### config.mk
export PLATFORM = sky130hd
export DESIGN_NAME = sram_arbiter_flat
export DESIGN_NICKNAME = d
export VERILOG_FILES = /design/src/rtl/sram_arbiter_pkg.sv /design/src/rtl/sram_arbiter_if.sv /design/src/rtl/sram_arbiter_wait_ctr.sv /design/src/rtl/sram_arbiter.sv /design/src/flat_wrapper.sv
export SDC_FILE = /design/constraint.sdc
export NUM_CORES = 1
export LEC_CHECK = 0
export CAP_MARGIN = 20
export CORE_ASPECT_RATIO = 1.2
export CORE_MARGIN = 1.5
export CORE_UTILIZATION = 48
export CTS_BUF_LIST = sky130_fd_sc_hd__clkbuf_4
export CTS_CLUSTER_DIAMETER = 60
export DETAILED_ROUTE_END_ITERATION = 6
export PLACE_DENSITY = 0.92
export SYNTH_ARGS = -nofsm -noshare
export SYNTH_HDL_FRONTEND = slang
export SYNTH_SLANG_ARGS = --single-unit
### constraint.sdc
create_clock -name clk -period 5.03 [get_ports clk]
set_clock_uncertainty 0.1 [all_clocks]
set_input_delay 0.7545 -clock clk [delete_from_list [all_inputs] [get_ports clk]]
set_output_delay 0.7545 -clock clk [all_outputs]
set_load 0.02 [all_outputs]
### src/rtl/sram_arbiter_pkg.sv
// Shared constants for the SRAM arbiter: state encoding, requester ids, data width.
package sram_arb_pkg;
    localparam int SRAM_DW = 8;

    localparam logic REQ_VGA = 1'b0;
    localparam logic REQ_CPU = 1'b1;

    localparam logic [2:0] ST_IDLE     = 3'd0;
    localparam logic [2:0] ST_RD       = 3'd1;
    localparam logic [2:0] ST_WR_SETUP = 3'd2;
    localparam logic [2:0] ST_WR_PULSE = 3'd3;
    localparam logic [2:0] ST_WR_HOLD  = 3'd4;
    localparam logic [2:0] ST_TURN     = 3'd5;

    typedef enum logic [2:0] {
        IDLE     = ST_IDLE,
        RD       = ST_RD,
        WR_SETUP = ST_WR_SETUP,
        WR_PULSE = ST_WR_PULSE,
        WR_HOLD  = ST_WR_HOLD,
        TURN     = ST_TURN
    } state_t;
endpackage

### src/rtl/sram_arbiter_if.sv
// Requester handshakes and SRAM pin bundle; slave = arbiter view, master = environment view.
interface sram_arbiter_if
    import sram_arb_pkg::*;
#(
    parameter int AW = 21
);
    logic               vga_req;
    logic [AW-1:0]      vga_addr;
    logic               vga_ack;
    logic [SRAM_DW-1:0] vga_rdata;

    logic               cpu_req;
    logic               cpu_we;
    logic [AW-1:0]      cpu_addr;
    logic [SRAM_DW-1:0] cpu_wdata;
    logic               cpu_ack;
    logic [SRAM_DW-1:0] cpu_rdata;

    logic [AW-1:0]      sram_addr;
    logic [SRAM_DW-1:0] sram_dout;
    logic               sram_doe;
    logic [SRAM_DW-1:0] sram_din;
    logic               sram_ce;
    logic               sram_oe;
    logic               sram_we;

    modport slave (
        input  vga_req, vga_addr, cpu_req, cpu_we, cpu_addr, cpu_wdata, sram_din,
        output vga_ack, vga_rdata, cpu_ack, cpu_rdata,
               sram_addr, sram_dout, sram_doe, sram_ce, sram_oe, sram_we
    );

    modport master (
        output vga_req, vga_addr, cpu_req, cpu_we, cpu_addr, cpu_wdata, sram_din,
        input  vga_ack, vga_rdata, cpu_ack, cpu_rdata,
               sram_addr, sram_dout, sram_doe, sram_ce, sram_oe, sram_we
    );
endinterface

### src/rtl/sram_arbiter_wait_ctr.sv
// Loadable down-counter that stops at zero; tc is high while the count is zero.
module sram_wait_ctr #(
    parameter int W = 2
) (
    input  logic         clk,
    input  logic         reset,
    input  logic         load,
    input  logic [W-1:0] load_val,
    output logic         tc
);
    logic [W-1:0] cnt;

    always_ff @(posedge clk or posedge reset) begin
        if (reset) begin
            cnt <= '0;
        end else if (load) begin
            cnt <= load_val;
        end else if (cnt != '0) begin
            cnt <= cnt - 1'b1;
        end
    end

    assign tc = (cnt == '0);
endmodule

### src/rtl/sram_arbiter.sv
// Two-requester arbiter for the external async SRAM; VGA priority with a CPU anti-starvation streak limit.
// Optional grant/wait statistics under SRAM_ARBITER_STATS_EN. Requests are level-held until ack.
module sram_arbiter
    import sram_arb_pkg::*;
#(
    parameter int AW            = 21,
    parameter int RD_CYCLES     = 2,
    parameter int WR_CYCLES     = 2,
    parameter int MAX_VGA_BURST = 8
) (
    input  logic clk,
    input  logic reset,
    sram_arbiter_if.slave bus
`ifdef SRAM_ARBITER_STATS_EN
    ,
    output logic [31:0] stat_vga_grants,
    output logic [31:0] stat_cpu_grants,
    output logic [31:0] stat_cpu_wait
`endif
);
    localparam int CMAX = (RD_CYCLES > WR_CYCLES) ? RD_CYCLES : WR_CYCLES;
    localparam int CW   = $clog2(CMAX + 1);
    localparam int SW   = $clog2(MAX_VGA_BURST + 1);
    localparam logic [SW-1:0] SMAX = SW'(MAX_VGA_BURST);

    state_t        state;
    logic          owner;
    logic [SW-1:0] streak;
    logic          grant_vga, grant_cpu;
    logic          ctr_load, ctr_tc;
    logic [CW-1:0] ctr_val;

    always_comb begin
        grant_vga = (state == IDLE) && bus.vga_req && (!bus.cpu_req || streak != SMAX);
        grant_cpu = (state == IDLE) && bus.cpu_req && !grant_vga;
        ctr_load  = grant_vga || grant_cpu || (state == WR_SETUP);
        ctr_val   = (state == WR_SETUP) ? CW'(WR_CYCLES - 1) : CW'(RD_CYCLES - 1);
    end

    sram_wait_ctr #(.W(CW)) u_wait_ctr (
        .clk      (clk),
        .reset    (reset),
        .load     (ctr_load),
        .load_val (ctr_val),
        .tc       (ctr_tc)
    );

    always_ff @(posedge clk or posedge reset) begin
        if (reset) begin
            state          <= IDLE;
            owner          <= REQ_VGA;
            streak         <= '0;
            bus.sram_addr  <= '0;
            bus.sram_dout  <= '0;
            bus.sram_doe   <= 1'b0;
            bus.sram_ce    <= 1'b1;
            bus.sram_oe    <= 1'b1;
            bus.sram_we    <= 1'b1;
            bus.vga_ack    <= 1'b0;
            bus.cpu_ack    <= 1'b0;
            bus.vga_rdata  <= '0;
            bus.cpu_rdata  <= '0;
        end else begin
            bus.vga_ack <= 1'b0;
            bus.cpu_ack <= 1'b0;
            unique case (state)
                IDLE: begin
                    if (grant_cpu || !bus.cpu_req) begin
                        streak <= '0;
                    end else if (grant_vga && streak != SMAX) begin
                        streak <= streak + 1'b1;
                    end
                    if (grant_vga) begin
                        owner         <= REQ_VGA;
                        bus.sram_addr <= bus.vga_addr;
                        bus.sram_ce   <= 1'b0;
                        bus.sram_oe   <= 1'b0;
                        state         <= RD;
                    end else if (grant_cpu) begin
                        owner         <= REQ_CPU;
                        bus.sram_addr <= bus.cpu_addr;
                        bus.sram_ce   <= 1'b0;
                        if (bus.cpu_we) begin
                            bus.sram_dout <= bus.cpu_wdata;
                            bus.sram_doe  <= 1'b1;
                            state         <= WR_SETUP;
                        end else begin
                            bus.sram_oe   <= 1'b0;
                            state         <= RD;
                        end
                    end
                end
                RD: begin
                    if (ctr_tc) begin
                        bus.sram_ce <= 1'b1;
                        bus.sram_oe <= 1'b1;
                        state       <= IDLE;
                        if (owner == REQ_VGA) begin
                            bus.vga_rdata <= bus.sram_din;
                            bus.vga_ack   <= 1'b1;
                        end else begin
                            bus.cpu_rdata <= bus.sram_din;
                            bus.cpu_ack   <= 1'b1;
                        end
                    end
                end
                WR_SETUP: begin
                    bus.sram_we <= 1'b0;
                    state       <= WR_PULSE;
                end
                WR_PULSE: begin
                    if (ctr_tc) begin
                        bus.sram_we <= 1'b1;
                        bus.cpu_ack <= 1'b1;
                        state       <= WR_HOLD;
                    end
                end
                WR_HOLD: begin
                    // Release the data bus one cycle before IDLE so a following read never overlaps it.
                    bus.sram_ce  <= 1'b1;
                    bus.sram_doe <= 1'b0;
                    state        <= TURN;
                end
                TURN:    state <= IDLE;
                default: state <= IDLE;
            endcase
        end
    end

`ifdef SRAM_ARBITER_STATS_EN
    always_ff @(posedge clk or posedge reset) begin
        if (reset) begin
            stat_vga_grants <= '0;
            stat_cpu_grants <= '0;
            stat_cpu_wait   <= '0;
        end else begin
            if (grant_vga) stat_vga_grants <= stat_vga_grants + 1'b1;
            if (grant_cpu) stat_cpu_grants <= stat_cpu_grants + 1'b1;
            if (bus.cpu_req && !(state != IDLE && owner == REQ_CPU)) begin
                stat_cpu_wait <= stat_cpu_wait + 1'b1;
            end
        end
    end
`endif
endmodule

### src/flat_wrapper.sv
// flat-port wrapper written by rule: the top's interface ports become plain ports
module sram_arbiter_flat import sram_arb_pkg::*;
#(
    parameter int AW            = 21,
    parameter int RD_CYCLES     = 2,
    parameter int WR_CYCLES     = 2,
    parameter int MAX_VGA_BURST = 8
)
  (clk, reset, bus_vga_req, bus_vga_addr, bus_cpu_req, bus_cpu_we, bus_cpu_addr, bus_cpu_wdata, bus_sram_din, bus_vga_ack, bus_vga_rdata, bus_cpu_ack, bus_cpu_rdata, bus_sram_addr, bus_sram_dout, bus_sram_doe, bus_sram_ce, bus_sram_oe, bus_sram_we);
  sram_arbiter_if #(.AW(AW)) bus_i ();
  input  logic clk;
  input  logic reset;
  input wire logic [$bits(bus_i.vga_req)-1:0] bus_vga_req;
  input wire logic [$bits(bus_i.vga_addr)-1:0] bus_vga_addr;
  input wire logic [$bits(bus_i.cpu_req)-1:0] bus_cpu_req;
  input wire logic [$bits(bus_i.cpu_we)-1:0] bus_cpu_we;
  input wire logic [$bits(bus_i.cpu_addr)-1:0] bus_cpu_addr;
  input wire logic [$bits(bus_i.cpu_wdata)-1:0] bus_cpu_wdata;
  input wire logic [$bits(bus_i.sram_din)-1:0] bus_sram_din;
  output wire logic [$bits(bus_i.vga_ack)-1:0] bus_vga_ack;
  output wire logic [$bits(bus_i.vga_rdata)-1:0] bus_vga_rdata;
  output wire logic [$bits(bus_i.cpu_ack)-1:0] bus_cpu_ack;
  output wire logic [$bits(bus_i.cpu_rdata)-1:0] bus_cpu_rdata;
  output wire logic [$bits(bus_i.sram_addr)-1:0] bus_sram_addr;
  output wire logic [$bits(bus_i.sram_dout)-1:0] bus_sram_dout;
  output wire logic [$bits(bus_i.sram_doe)-1:0] bus_sram_doe;
  output wire logic [$bits(bus_i.sram_ce)-1:0] bus_sram_ce;
  output wire logic [$bits(bus_i.sram_oe)-1:0] bus_sram_oe;
  output wire logic [$bits(bus_i.sram_we)-1:0] bus_sram_we;
  assign bus_i.vga_req = bus_vga_req;
  assign bus_i.vga_addr = bus_vga_addr;
  assign bus_i.cpu_req = bus_cpu_req;
  assign bus_i.cpu_we = bus_cpu_we;
  assign bus_i.cpu_addr = bus_cpu_addr;
  assign bus_i.cpu_wdata = bus_cpu_wdata;
  assign bus_i.sram_din = bus_sram_din;
  assign bus_vga_ack = bus_i.vga_ack;
  assign bus_vga_rdata = bus_i.vga_rdata;
  assign bus_cpu_ack = bus_i.cpu_ack;
  assign bus_cpu_rdata = bus_i.cpu_rdata;
  assign bus_sram_addr = bus_i.sram_addr;
  assign bus_sram_dout = bus_i.sram_dout;
  assign bus_sram_doe = bus_i.sram_doe;
  assign bus_sram_ce = bus_i.sram_ce;
  assign bus_sram_oe = bus_i.sram_oe;
  assign bus_sram_we = bus_i.sram_we;
  sram_arbiter #(.AW(AW), .RD_CYCLES(RD_CYCLES), .WR_CYCLES(WR_CYCLES), .MAX_VGA_BURST(MAX_VGA_BURST)) u_core (.clk(clk), .reset(reset), .bus(bus_i));
endmodule
Word level (Yosys, flattened, before mapping)

Index checks and enable logic that the tools add are counted.

Add/sub/neg operators: 2
$mul: 0
Div/mod/pow operators: 0
Order comparisons: 0
Equality and inequality tests: 12
Shifts and indexed selects: 0
Mux-type cells: 34
Bitwise gates (word level): 2
Reductions and logical operators: 31

Operators with widths:

| cell                                                             | count |
|---|---|
| 21-bit two-way mux                                               | 2 |
| 1-bit two-way mux                                                | 17 |
| 3-bit one-hot mux with 5 select lines                            | 1 |
| 2-bit nonzero test                                               | 7 |
| 3-bit two-way mux                                                | 4 |
| 3-bit AND reduction                                              | 4 |
| 4-bit AND reduction                                              | 3 |
| 4-bit two-way mux                                                | 2 |
| 1-bit one-hot mux with 2 select lines                            | 4 |
| 3-bit by 2-bit == test with 1-bit output (second input constant) | 2 |
| 2-bit two-way mux                                                | 3 |
| 2-bit by 1-bit != test with 1-bit output (second input constant) | 3 |
| 2-bit AND reduction                                              | 3 |
| 1-bit logical AND                                                | 5 |
| 4-bit by 1-bit adder with 4-bit output (second input constant)   | 1 |
| 1-bit logical OR                                                 | 4 |
| 2-bit != test (second input constant)                            | 2 |
| 4-bit != test (second input constant)                            | 1 |
| 3-bit by 1-bit == test with 1-bit output (second input constant) | 1 |
| 3-bit == test (second input constant)                            | 1 |
| 3-bit logical NOT                                                | 1 |
| 3-bit by 1-bit != test with 1-bit output (second input constant) | 1 |
| 3-bit by 2-bit != test with 1-bit output (second input constant) | 1 |
| 1-bit one-hot mux with 3 select lines                            | 1 |
| other kinds (5)                                                  | 7 |

Bits in registers: 61
Latch bits: 0
RAM bits: 0
ROM bits: 0
Bits of input ports: 63
Output and inout bits: 51
Word-level logic and storage cells: 95
Memories kept: 0

Logic depth before layout (Yosys ltp)

Gate-level depths: netlist of run 1.

Depth in word-level cells: 8
Gate-level depth with buffers: 7
Mapped depth without buffers: 5

By module

A second synthesis of run 1 with hierarchy kept.

Cells, all modules: 244
Area total of the unflattened synthesis: 2,945.3 µm²

Modules (own cells, without submodules):

| module        | instances | cells each | area an instance (µm²) | sequential area each (µm²) |
|---|---|---|---|---|
| sram_arbiter  | 1         | 231        | 2,817.7                | 1,480.2 |
| sram_wait_ctr | 1         | 13         | 127.6                  | 50.0 |

Least setup slack after synthesis of run 1

Ideal clock, no wire load.

Path type: input port to flip-flop
From: input bus_cpu_req
To: register u_core.bus.sram_dout[0] (netlist bit)
Library setup time: 125 ps
Arrival: 2,063 ps
Data required time: 4,805 ps
Setup slack: 2,742 ps
Cell stages on the path: 4
Path buffers: 1
Cells stage by stage: or4b_1 buf_2 a211oi_4 mux2_2

Longest elaborated chain between the ends: 6
Elaborated cells between the ends (all ways): 8
Classes of those cells: bitwise (1); reduce/logical (7)

RTL lines:

| element                                  | line                  | source |
|---|---|---|
| start, declared                          | flat_wrapper.sv:15    | `input wire logic [$bits(bus_i.cpu_req)-1:0] bus_cpu_req;` |
| 1-bit logical NOT                        | sram_arbiter.sv:34    | `grant_vga = (state == IDLE) && bus.vga_req && (!bus.cpu_req \|\| streak != SMAX);` |
| 1-bit logical OR                         | sram_arbiter.sv:34    |  |
| 1-bit logical AND                        | sram_arbiter.sv:34    |  |
| 1-bit logical NOT                        | sram_arbiter.sv:35    | `grant_cpu = (state == IDLE) && bus.cpu_req && !grant_vga;` |
| 1-bit logical AND                        | sram_arbiter.sv:35    |  |
| 4-bit AND reduction (no source line) (*) | -                     |  |
| end signal, assigned                     | sram_arbiter.sv:84    | `bus.sram_dout <= bus.cpu_wdata;` |
| end, declared                            | sram_arbiter_if.sv:30 | `sram_addr, sram_dout, sram_doe, sram_ce, sram_oe, sram_we` |

Every way passes the cells marked *; elsewhere a longest branch is shown, timed or not.
A chain may end at the register's enable or synchronous reset.

Worst setup path after layout of run 1

From: input bus_cpu_req
To: register u_core.bus.sram_dout[7] (netlist bit)

The elaborated chain is that of the path after synthesis.

==> reports/qor.yml, run 1 <==
logic_synthesis:
  synth-warning-count: 0
  yosys-top-cells-count: "dfrtp_1 (58), a211oi_1 (42), a21oi_1 (28)"
  netlist_instances: 267
  synth_ff_type: "dfrtp_1"
  ys_async_sr_fraction_pct: 100
  avgSynthCellArea_sq_um: 10.6
  yosysTopAreaCellShare_pct: 51.1
  synth_nets: 333
  yosysMostFrequentCell: "dfrtp_1"
  synth_area_leaders: "dfrtp_1 (51%), a211oi_1 (11%), mux2_2 (9.5%), a21oi_1 (4.9%), nor2_1 (3.6%)"
  ys_seq_area_share_pct: 53.9
  syn_area_sq_mm: 0.00284
  yosysUniqueCellTypes: 37
  ys_ff_latch: 61
  synth.largest_area_cell: "dfrtp_1"
  synth_edf_count: 0
timing:
  holdWs_ns: 0.389
  finalCritPeriodShare_pct: 58.8
  fmax_mhz: 338
  finalSetupTns_ns: 0
  min_period_ns: 2.96
  hold_viol: 0
  rsz0062_at_grt: "false"
  finalSetupViolCount: 0
  slew_viol_final: 0
  worstMarginPinSlew_ns: 0.882
  relSlewSlack_pct: 41.2
cts:
  numCtsBuffers: 9
  ctsRootBufferMaster: "clkbuf_4"
  cts_tree: "done"
  cts_resized: 0
  path_clk_slew_ns: 0.09
  h-tree-depth: 3
  hold_buffers: 0
  clkLatencyLatePin_ns: 0.41
  clock_path_buffers: 2
  cts.sinks: 61
  cts_setup_buffers: 0
power_and_ir_drop:
  power_density_mw_per_mm2: 601
  pwr-share-comb_pct: 52.8
  ir_worst_vdd_v: 0.000370
  power_frac_seq_pct: 35.9
  p_leak_nw: 1.65
  p_clk_share_pct: 11.4
  p_sw_mw: 0.998
  internal_power_mw: 1.48
  power.share.switching_pct: 40.3
drt:
  drt_iter0_drc: 182
  vias: 2504
  drc: 0
  vias_per_cell: 5.48
  first_pass_iters: 4
  wl_um: 7400
  post_drt_wl_per_cell_um: 16.2
  ant_nets: 0
floorplan:
  start_util_pct: 50.1
  die_x_um: 73.2
  io_pins: 114
  coreArea_sq_mm: 0.00567
  dieArea_sq_mm: 0.00639
  die_h_um: 87.2
  num_rows: 30
critical_path:
  start_kind: "primary input"
  critPathKind: "primary input to register"
  critPathRequiredTime_ns: 5.22
  crit_fanout: 22
  arrival_ns: 3.15
  critPathCaptureType: "register"
layout:
  areaGrowthSynthToFinish_pct: 45.3
  fin_nets: 438
  antenna_cells_inserted: 0
  layout-drive-gt1-share_pct: 13.5
placed_design:
  gp_congestion: 0.811
  dp_hpwl_um: 5300
  port_buffers: 113
outcome:
  outcome: "completed"
worst_hold_path:
  hp-class: "register to register"
global_route:
  grt_start_max_net_pins: 62
  grt_pass1_vias: 2552
  grt_antenna_before_repair: 0
  grt.overflow.total: 0
  grt_pass1_wl_um: 11700
  track_usage_pct: 24.6
job:
  cap_violations: 0
per-layer routing:
layer | GRT usage, % | share of wire, % | wire, um
met2 | 40.9 | 51 | 3770
met4 | 13.0 | 4.3 | 316
met1 | 28.1 | 39 | 2910
met3 | 7.41 | 5.4 | 401
met5 | 0 | 0 | 0
cell families (layout without fill, tap and decap cells):
kind of cell	Yosys count	in the layout	synth area share, %
adders and majority gates	3	3	1.32
muxes	26	26	10.2
buffers and inverters	35	145	4.94
AOI/OAI and AO/OA	85	85	20.1
DFF	61	61	53.9
and+or+nand+nor	56	56	9.21
xor gates and xnor gates	1	1	0.309
critical path, cell delays in order:
cell,delay (ns)
clkdlybuf4s50_1,0.57
or4b_1,0.83
a211oi_4,0.59
mux2_2,0.39
path summary, 6_finish.rpt:
check                                     from                      end  slack, ns  cells past startpoint
setup / recovery                   bus_cpu_req  u_core.bus.sram_dout[7]       2.07                      4
hold / removal             u_core.bus.sram_doe      u_core.bus.sram_doe       0.39                      1
setup reg to reg               u_core.state[1]  u_core.bus.sram_dout[7]       2.35                      3
hold reg to reg            u_core.bus.sram_doe      u_core.bus.sram_doe       0.39                      1
max in group asynchronous                reset  u_core.bus.sram_addr[0]       3.56                      3
min in group asynchronous                reset  u_core.bus.vga_rdata[2]       0.77                      3
power groups by stage:
| stage | combinational, mW | sequential [mW] | clock, mW |
|---|---|---|---|
| after floorplan | 0.517 | 1.10 | 0 |
| after global placement | 1.28 | 0.882 | 0 |
| after detailed placement | 1.31 | 0.893 | 0 |
| after CTS | 1.32 | 0.889 | 0.283 |
| after global routing | 1.40 | 0.921 | 0.306 |
| final | 1.31 | 0.889 | 0.281 |
through the flow:
| step | worst slack (ns) | power [mW] | cells | cell area, sq um | utilization, % |
|---|---|---|---|---|---|
| 2_1_floorplan | 2.67 | 1.62 | 267 | 2840 | - |
| 3_3_place_gp | 1.67 | 2.16 | 440 | 4010 | 70.7 |
| 3_5_place_dp | 1.64 | 2.21 | 440 | 4010 | 70.7 |
| 4_1_cts | 2.08 | 2.49 | 456 | 4110 | 72.6 |
| 5_1_grt | 1.95 | 2.63 | 457 | 4130 | 72.8 |
| 6_report | 2.07 | 2.48 | 457 | 4130 | 72.8 |
layout by cell type, fill, tap and decap left out, drive strengths merged, types with 2 or more instances in the layout:
cell type,n
and2,2
buf,5
mux2i,2
nand3b,2
or3,2
nand2,13
a21oi,28
o21ai,5
a31oi,3
mux2,24
clkinv,4
clkbuf,12
ha,3
dfrtp,58
inv,11
dfstp,3
clkdlybuf4s50,113
nand3,2
a211oi,43
nor2,27
cell type report:
cell class / instances / area, sq um
inverter: 11 / 41.3
clock inverter: 4 / 17.5
fill: 385 / 1540
multi-input combinational: 171 / 1170
tap: 80 / 100
timing repair buffer: 118 / 1170
sequential: 61 / 1530
clock buffer: 12 / 90.1
sequential cells by signal, summed over array words and instances (netlist names):
signal and flops:
u_core.state 3, u_core.bus.sram_dout 8, u_core.bus.sram_addr 21, u_core.bus.vga_ack 1, u_core.bus.sram_doe 1, u_core.streak 4, u_core.bus.sram_we 1, u_core.bus.vga_rdata 8
u_core.bus.sram_ce 1, u_core.u_wait_ctr.cnt 2, u_core.bus.sram_oe 1, u_core.owner 1, u_core.bus.cpu_ack 1, u_core.bus.cpu_rdata 8
Power figures use the tool's default switching activity.
==> inputs of run 2 (changes only) <==
- CORE_UTILIZATION: 48 -> 40
- PLACE_DENSITY: 0.92 -> 0.82
- clock period: 5.03 -> 2.5 ns (I/O delays scaled with it)
==> run 2 against run 1 <==
  * Sequential power up 97%
  * Global-route usage shrank 3.3 points
  * Clock-buffer cell count shrank 2
  * Sequential share of layout area is 1.3 points lower
  * Critical path type is now register to register
==> reports/qor.yml, run 2 (synthesis gave the netlist of run 1 again) <==
critical_path:
  cp_slowest_cell: "or4b_1"
  start_kind: "register"
  arrival_ns: 2.36  # -0.79 ns
  critPathKind: "register to register"
  r2r_start: "u_core.state[0]"
  critPathCaptureType: "register"
  crit_start: "u_core.state[0]"
  max_stage_delay_ns: 0.62  # -0.21 ns
  critPathRequiredTime_ns: 2.71  # -2.51 ns
  crit_chain: "or4b_1 -> a211oi_4 -> buf_12 -> mux2_2"
  crit_fanout: 11  # -50%
floorplan:
  coreArea_sq_mm: 0.00685  # +21%
  start_util_pct: 41.4  # -8.7 points
  die_x_um: 79.9  # +9.2%
  io_pins: 114  # unchanged
  dieArea_sq_mm: 0.00761  # +19%
  die_h_um: 95.3  # +9.2%
  num_rows: 33  # +10%
drt:
  drt_iter0_drc: 100  # -45%
  first_pass_iters: 4  # unchanged
  drc: 0  # unchanged
  vias: 2496  # -0.32%
  vias_per_cell: 5.28  # -3.7%
  wl_um: 7620  # +3.0%
  post_drt_wl_per_cell_um: 16.1  # -0.52%
  ant_nets: 0  # unchanged
global_route:
  grt_pass1_vias: 2536  # -0.63%
  grt.overflow.total: 0  # unchanged
  gr-usage-met3_pct: 4.78  # -2.6 points
  grtUsageMet2_pct: 33.9  # -7.0 points
  grtUsageMet1_pct: 26.6  # -1.5 points
  grt.busiest_layer: "met2"
  grt_pass1_wl_um: 12300  # +4.6%
  track_usage_pct: 21.2  # -3.3 points
  grt_antenna_before_repair: 0  # unchanged
  grt_start_max_net_pins: 43  # -31%
timing:
  fmax_mhz: 466
  setup_ws_ns: 0.352  # -1.72 ns
  slew_viol_final: 0  # unchanged
  relSlewSlack_pct: 40.6  # -0.54 points
  rsz0062_at_grt: "false"
  finalSetupTns_ns: 0  # unchanged
  min_period_ns: 2.15
  worstMarginPinSlew_ns: 0.890  # +0.00804 ns
  finalCritPeriodShare_pct: 85.9
  finalSetupViolCount: 0  # unchanged
  hold_viol: 0  # unchanged
layout:
  areaGrowthSynthToFinish_pct: 50.7
  final_util_pct: 62.4  # -10 points
  largest_register_ffs: 21  # unchanged
  fin_cells: 473  # +3.5%
  antenna_cells_inserted: 0  # unchanged
  layout-drive-gt1-share_pct: 16.1  # +2.5 points
  largest-register: "u_core.bus.sram_addr"
  fin_nets: 447  # +2.1%
  final_common_cell: "clkdlybuf4s50_1"
  nFillCells: 586  # +52%
  fin_area_sq_mm: 0.00428  # +3.7%
  final_cell_mix: "clkdlybuf4s50_1 (113), dfrtp_1 (58), a211oi_1 (42)"
placed_design:
  dp_hpwl_um: 5400  # +1.9%
  port_buffers: 113  # unchanged
  gp_congestion: 0.775  # -4.4%
  pre_cts_ws_ns: 0.0923  # -1.55 ns
  dp.cells: 457  # +3.9%
  placedInstanceArea_sq_mm: 0.00412  # +2.7%
cts:
  clock_path_buffers: 2  # unchanged
  ctsRootBufferMaster: "clkbuf_4"
  hold_buffers: 0  # unchanged
  clkLatencyLatePin_ns: 0.41  # about the same
  path_clk_slew_ns: 0.11  # +0.02 ns
  cts_setup_buffers: 0  # unchanged
  cts_tree: "done"
  cts.sinks: 61  # unchanged
  h-tree-depth: 3  # unchanged
  cts_resized: 0  # unchanged
  numCtsBuffers: 9  # unchanged
outcome:
  outcome: "completed"
power_and_ir_drop:
  ir_worst_vdd_v: 0.000686  # +86%
  power_density_mw_per_mm2: 1230  # +110%
  p_leak_nw: 1.73  # +4.5%
job:
  cap_violations: 0  # unchanged
worst_hold_path:
  hp-class: "primary input to asynchronous set/reset pin"
## run 2: power by group
| group | total, mW | switching (mW) | leakage [nW] | internal, mW |
|---|---|---|---|---|
| clock network | 0.791 | 0.374 | 0.0903 | 0.417 |
| registers | 1.75 | 0.280 | 0.714 | 1.47 |
| logic | 2.73 | 1.40 | 0.923 | 1.33 |
| total | 5.27 | 2.06 | 1.73 | 3.21 |
## run 2: final cells by class
cell class	instances	area [sq um]	share of cell area, %
flip-flops and latches	61	1530	35.8
repair buffers	127	1260	29.5
inverters	11	41.3	0.965
multi-input cells	171	1170	27.4
clock inverters	6	87.6	2.05
clock buffers	10	75.1	1.75
well taps	87	109	2.54
## run 2: critical path: cells and delay by family (launching register included)
family          cells  cell delay [ns]
buf+inv             1             0.17
mux                 1             0.33
compound gates      1             0.31
flops               1             0.52
simple gates        1             0.62
## run 2: through the flow
step | hold WS [ns] | power, mW
global placement | 0.362 | 4.42
finish | 0.176 | 5.27
detailed placement | 0.370 | 4.51
floorplan | 0.371 | 3.26
CTS | 0.176 | 5.31
global route | 0.185 | 5.56
## run 2: layer usage
metal	part of all wire, %	routed length (um)	vias to the layer above
met5	0	0	-
met4	3.3	252	0
met3	4.0	301	17
met2	51	3850	61
met1	42	3210	1222
li1	-	-	1196
## run 2: final timing paths
path                       cells after the start                      end  slack (ns)
min in group clk                               1      u_core.bus.sram_doe        0.39
hold reg to reg                                1      u_core.bus.sram_doe        0.39
setup / recovery                               4  u_core.bus.sram_dout[5]        0.35
setup reg to reg                               4  u_core.bus.sram_dout[5]        0.35
hold / removal                                 2  u_core.bus.cpu_rdata[2]        0.18
max in group asynchronous                      3       u_core.bus.sram_we        1.47
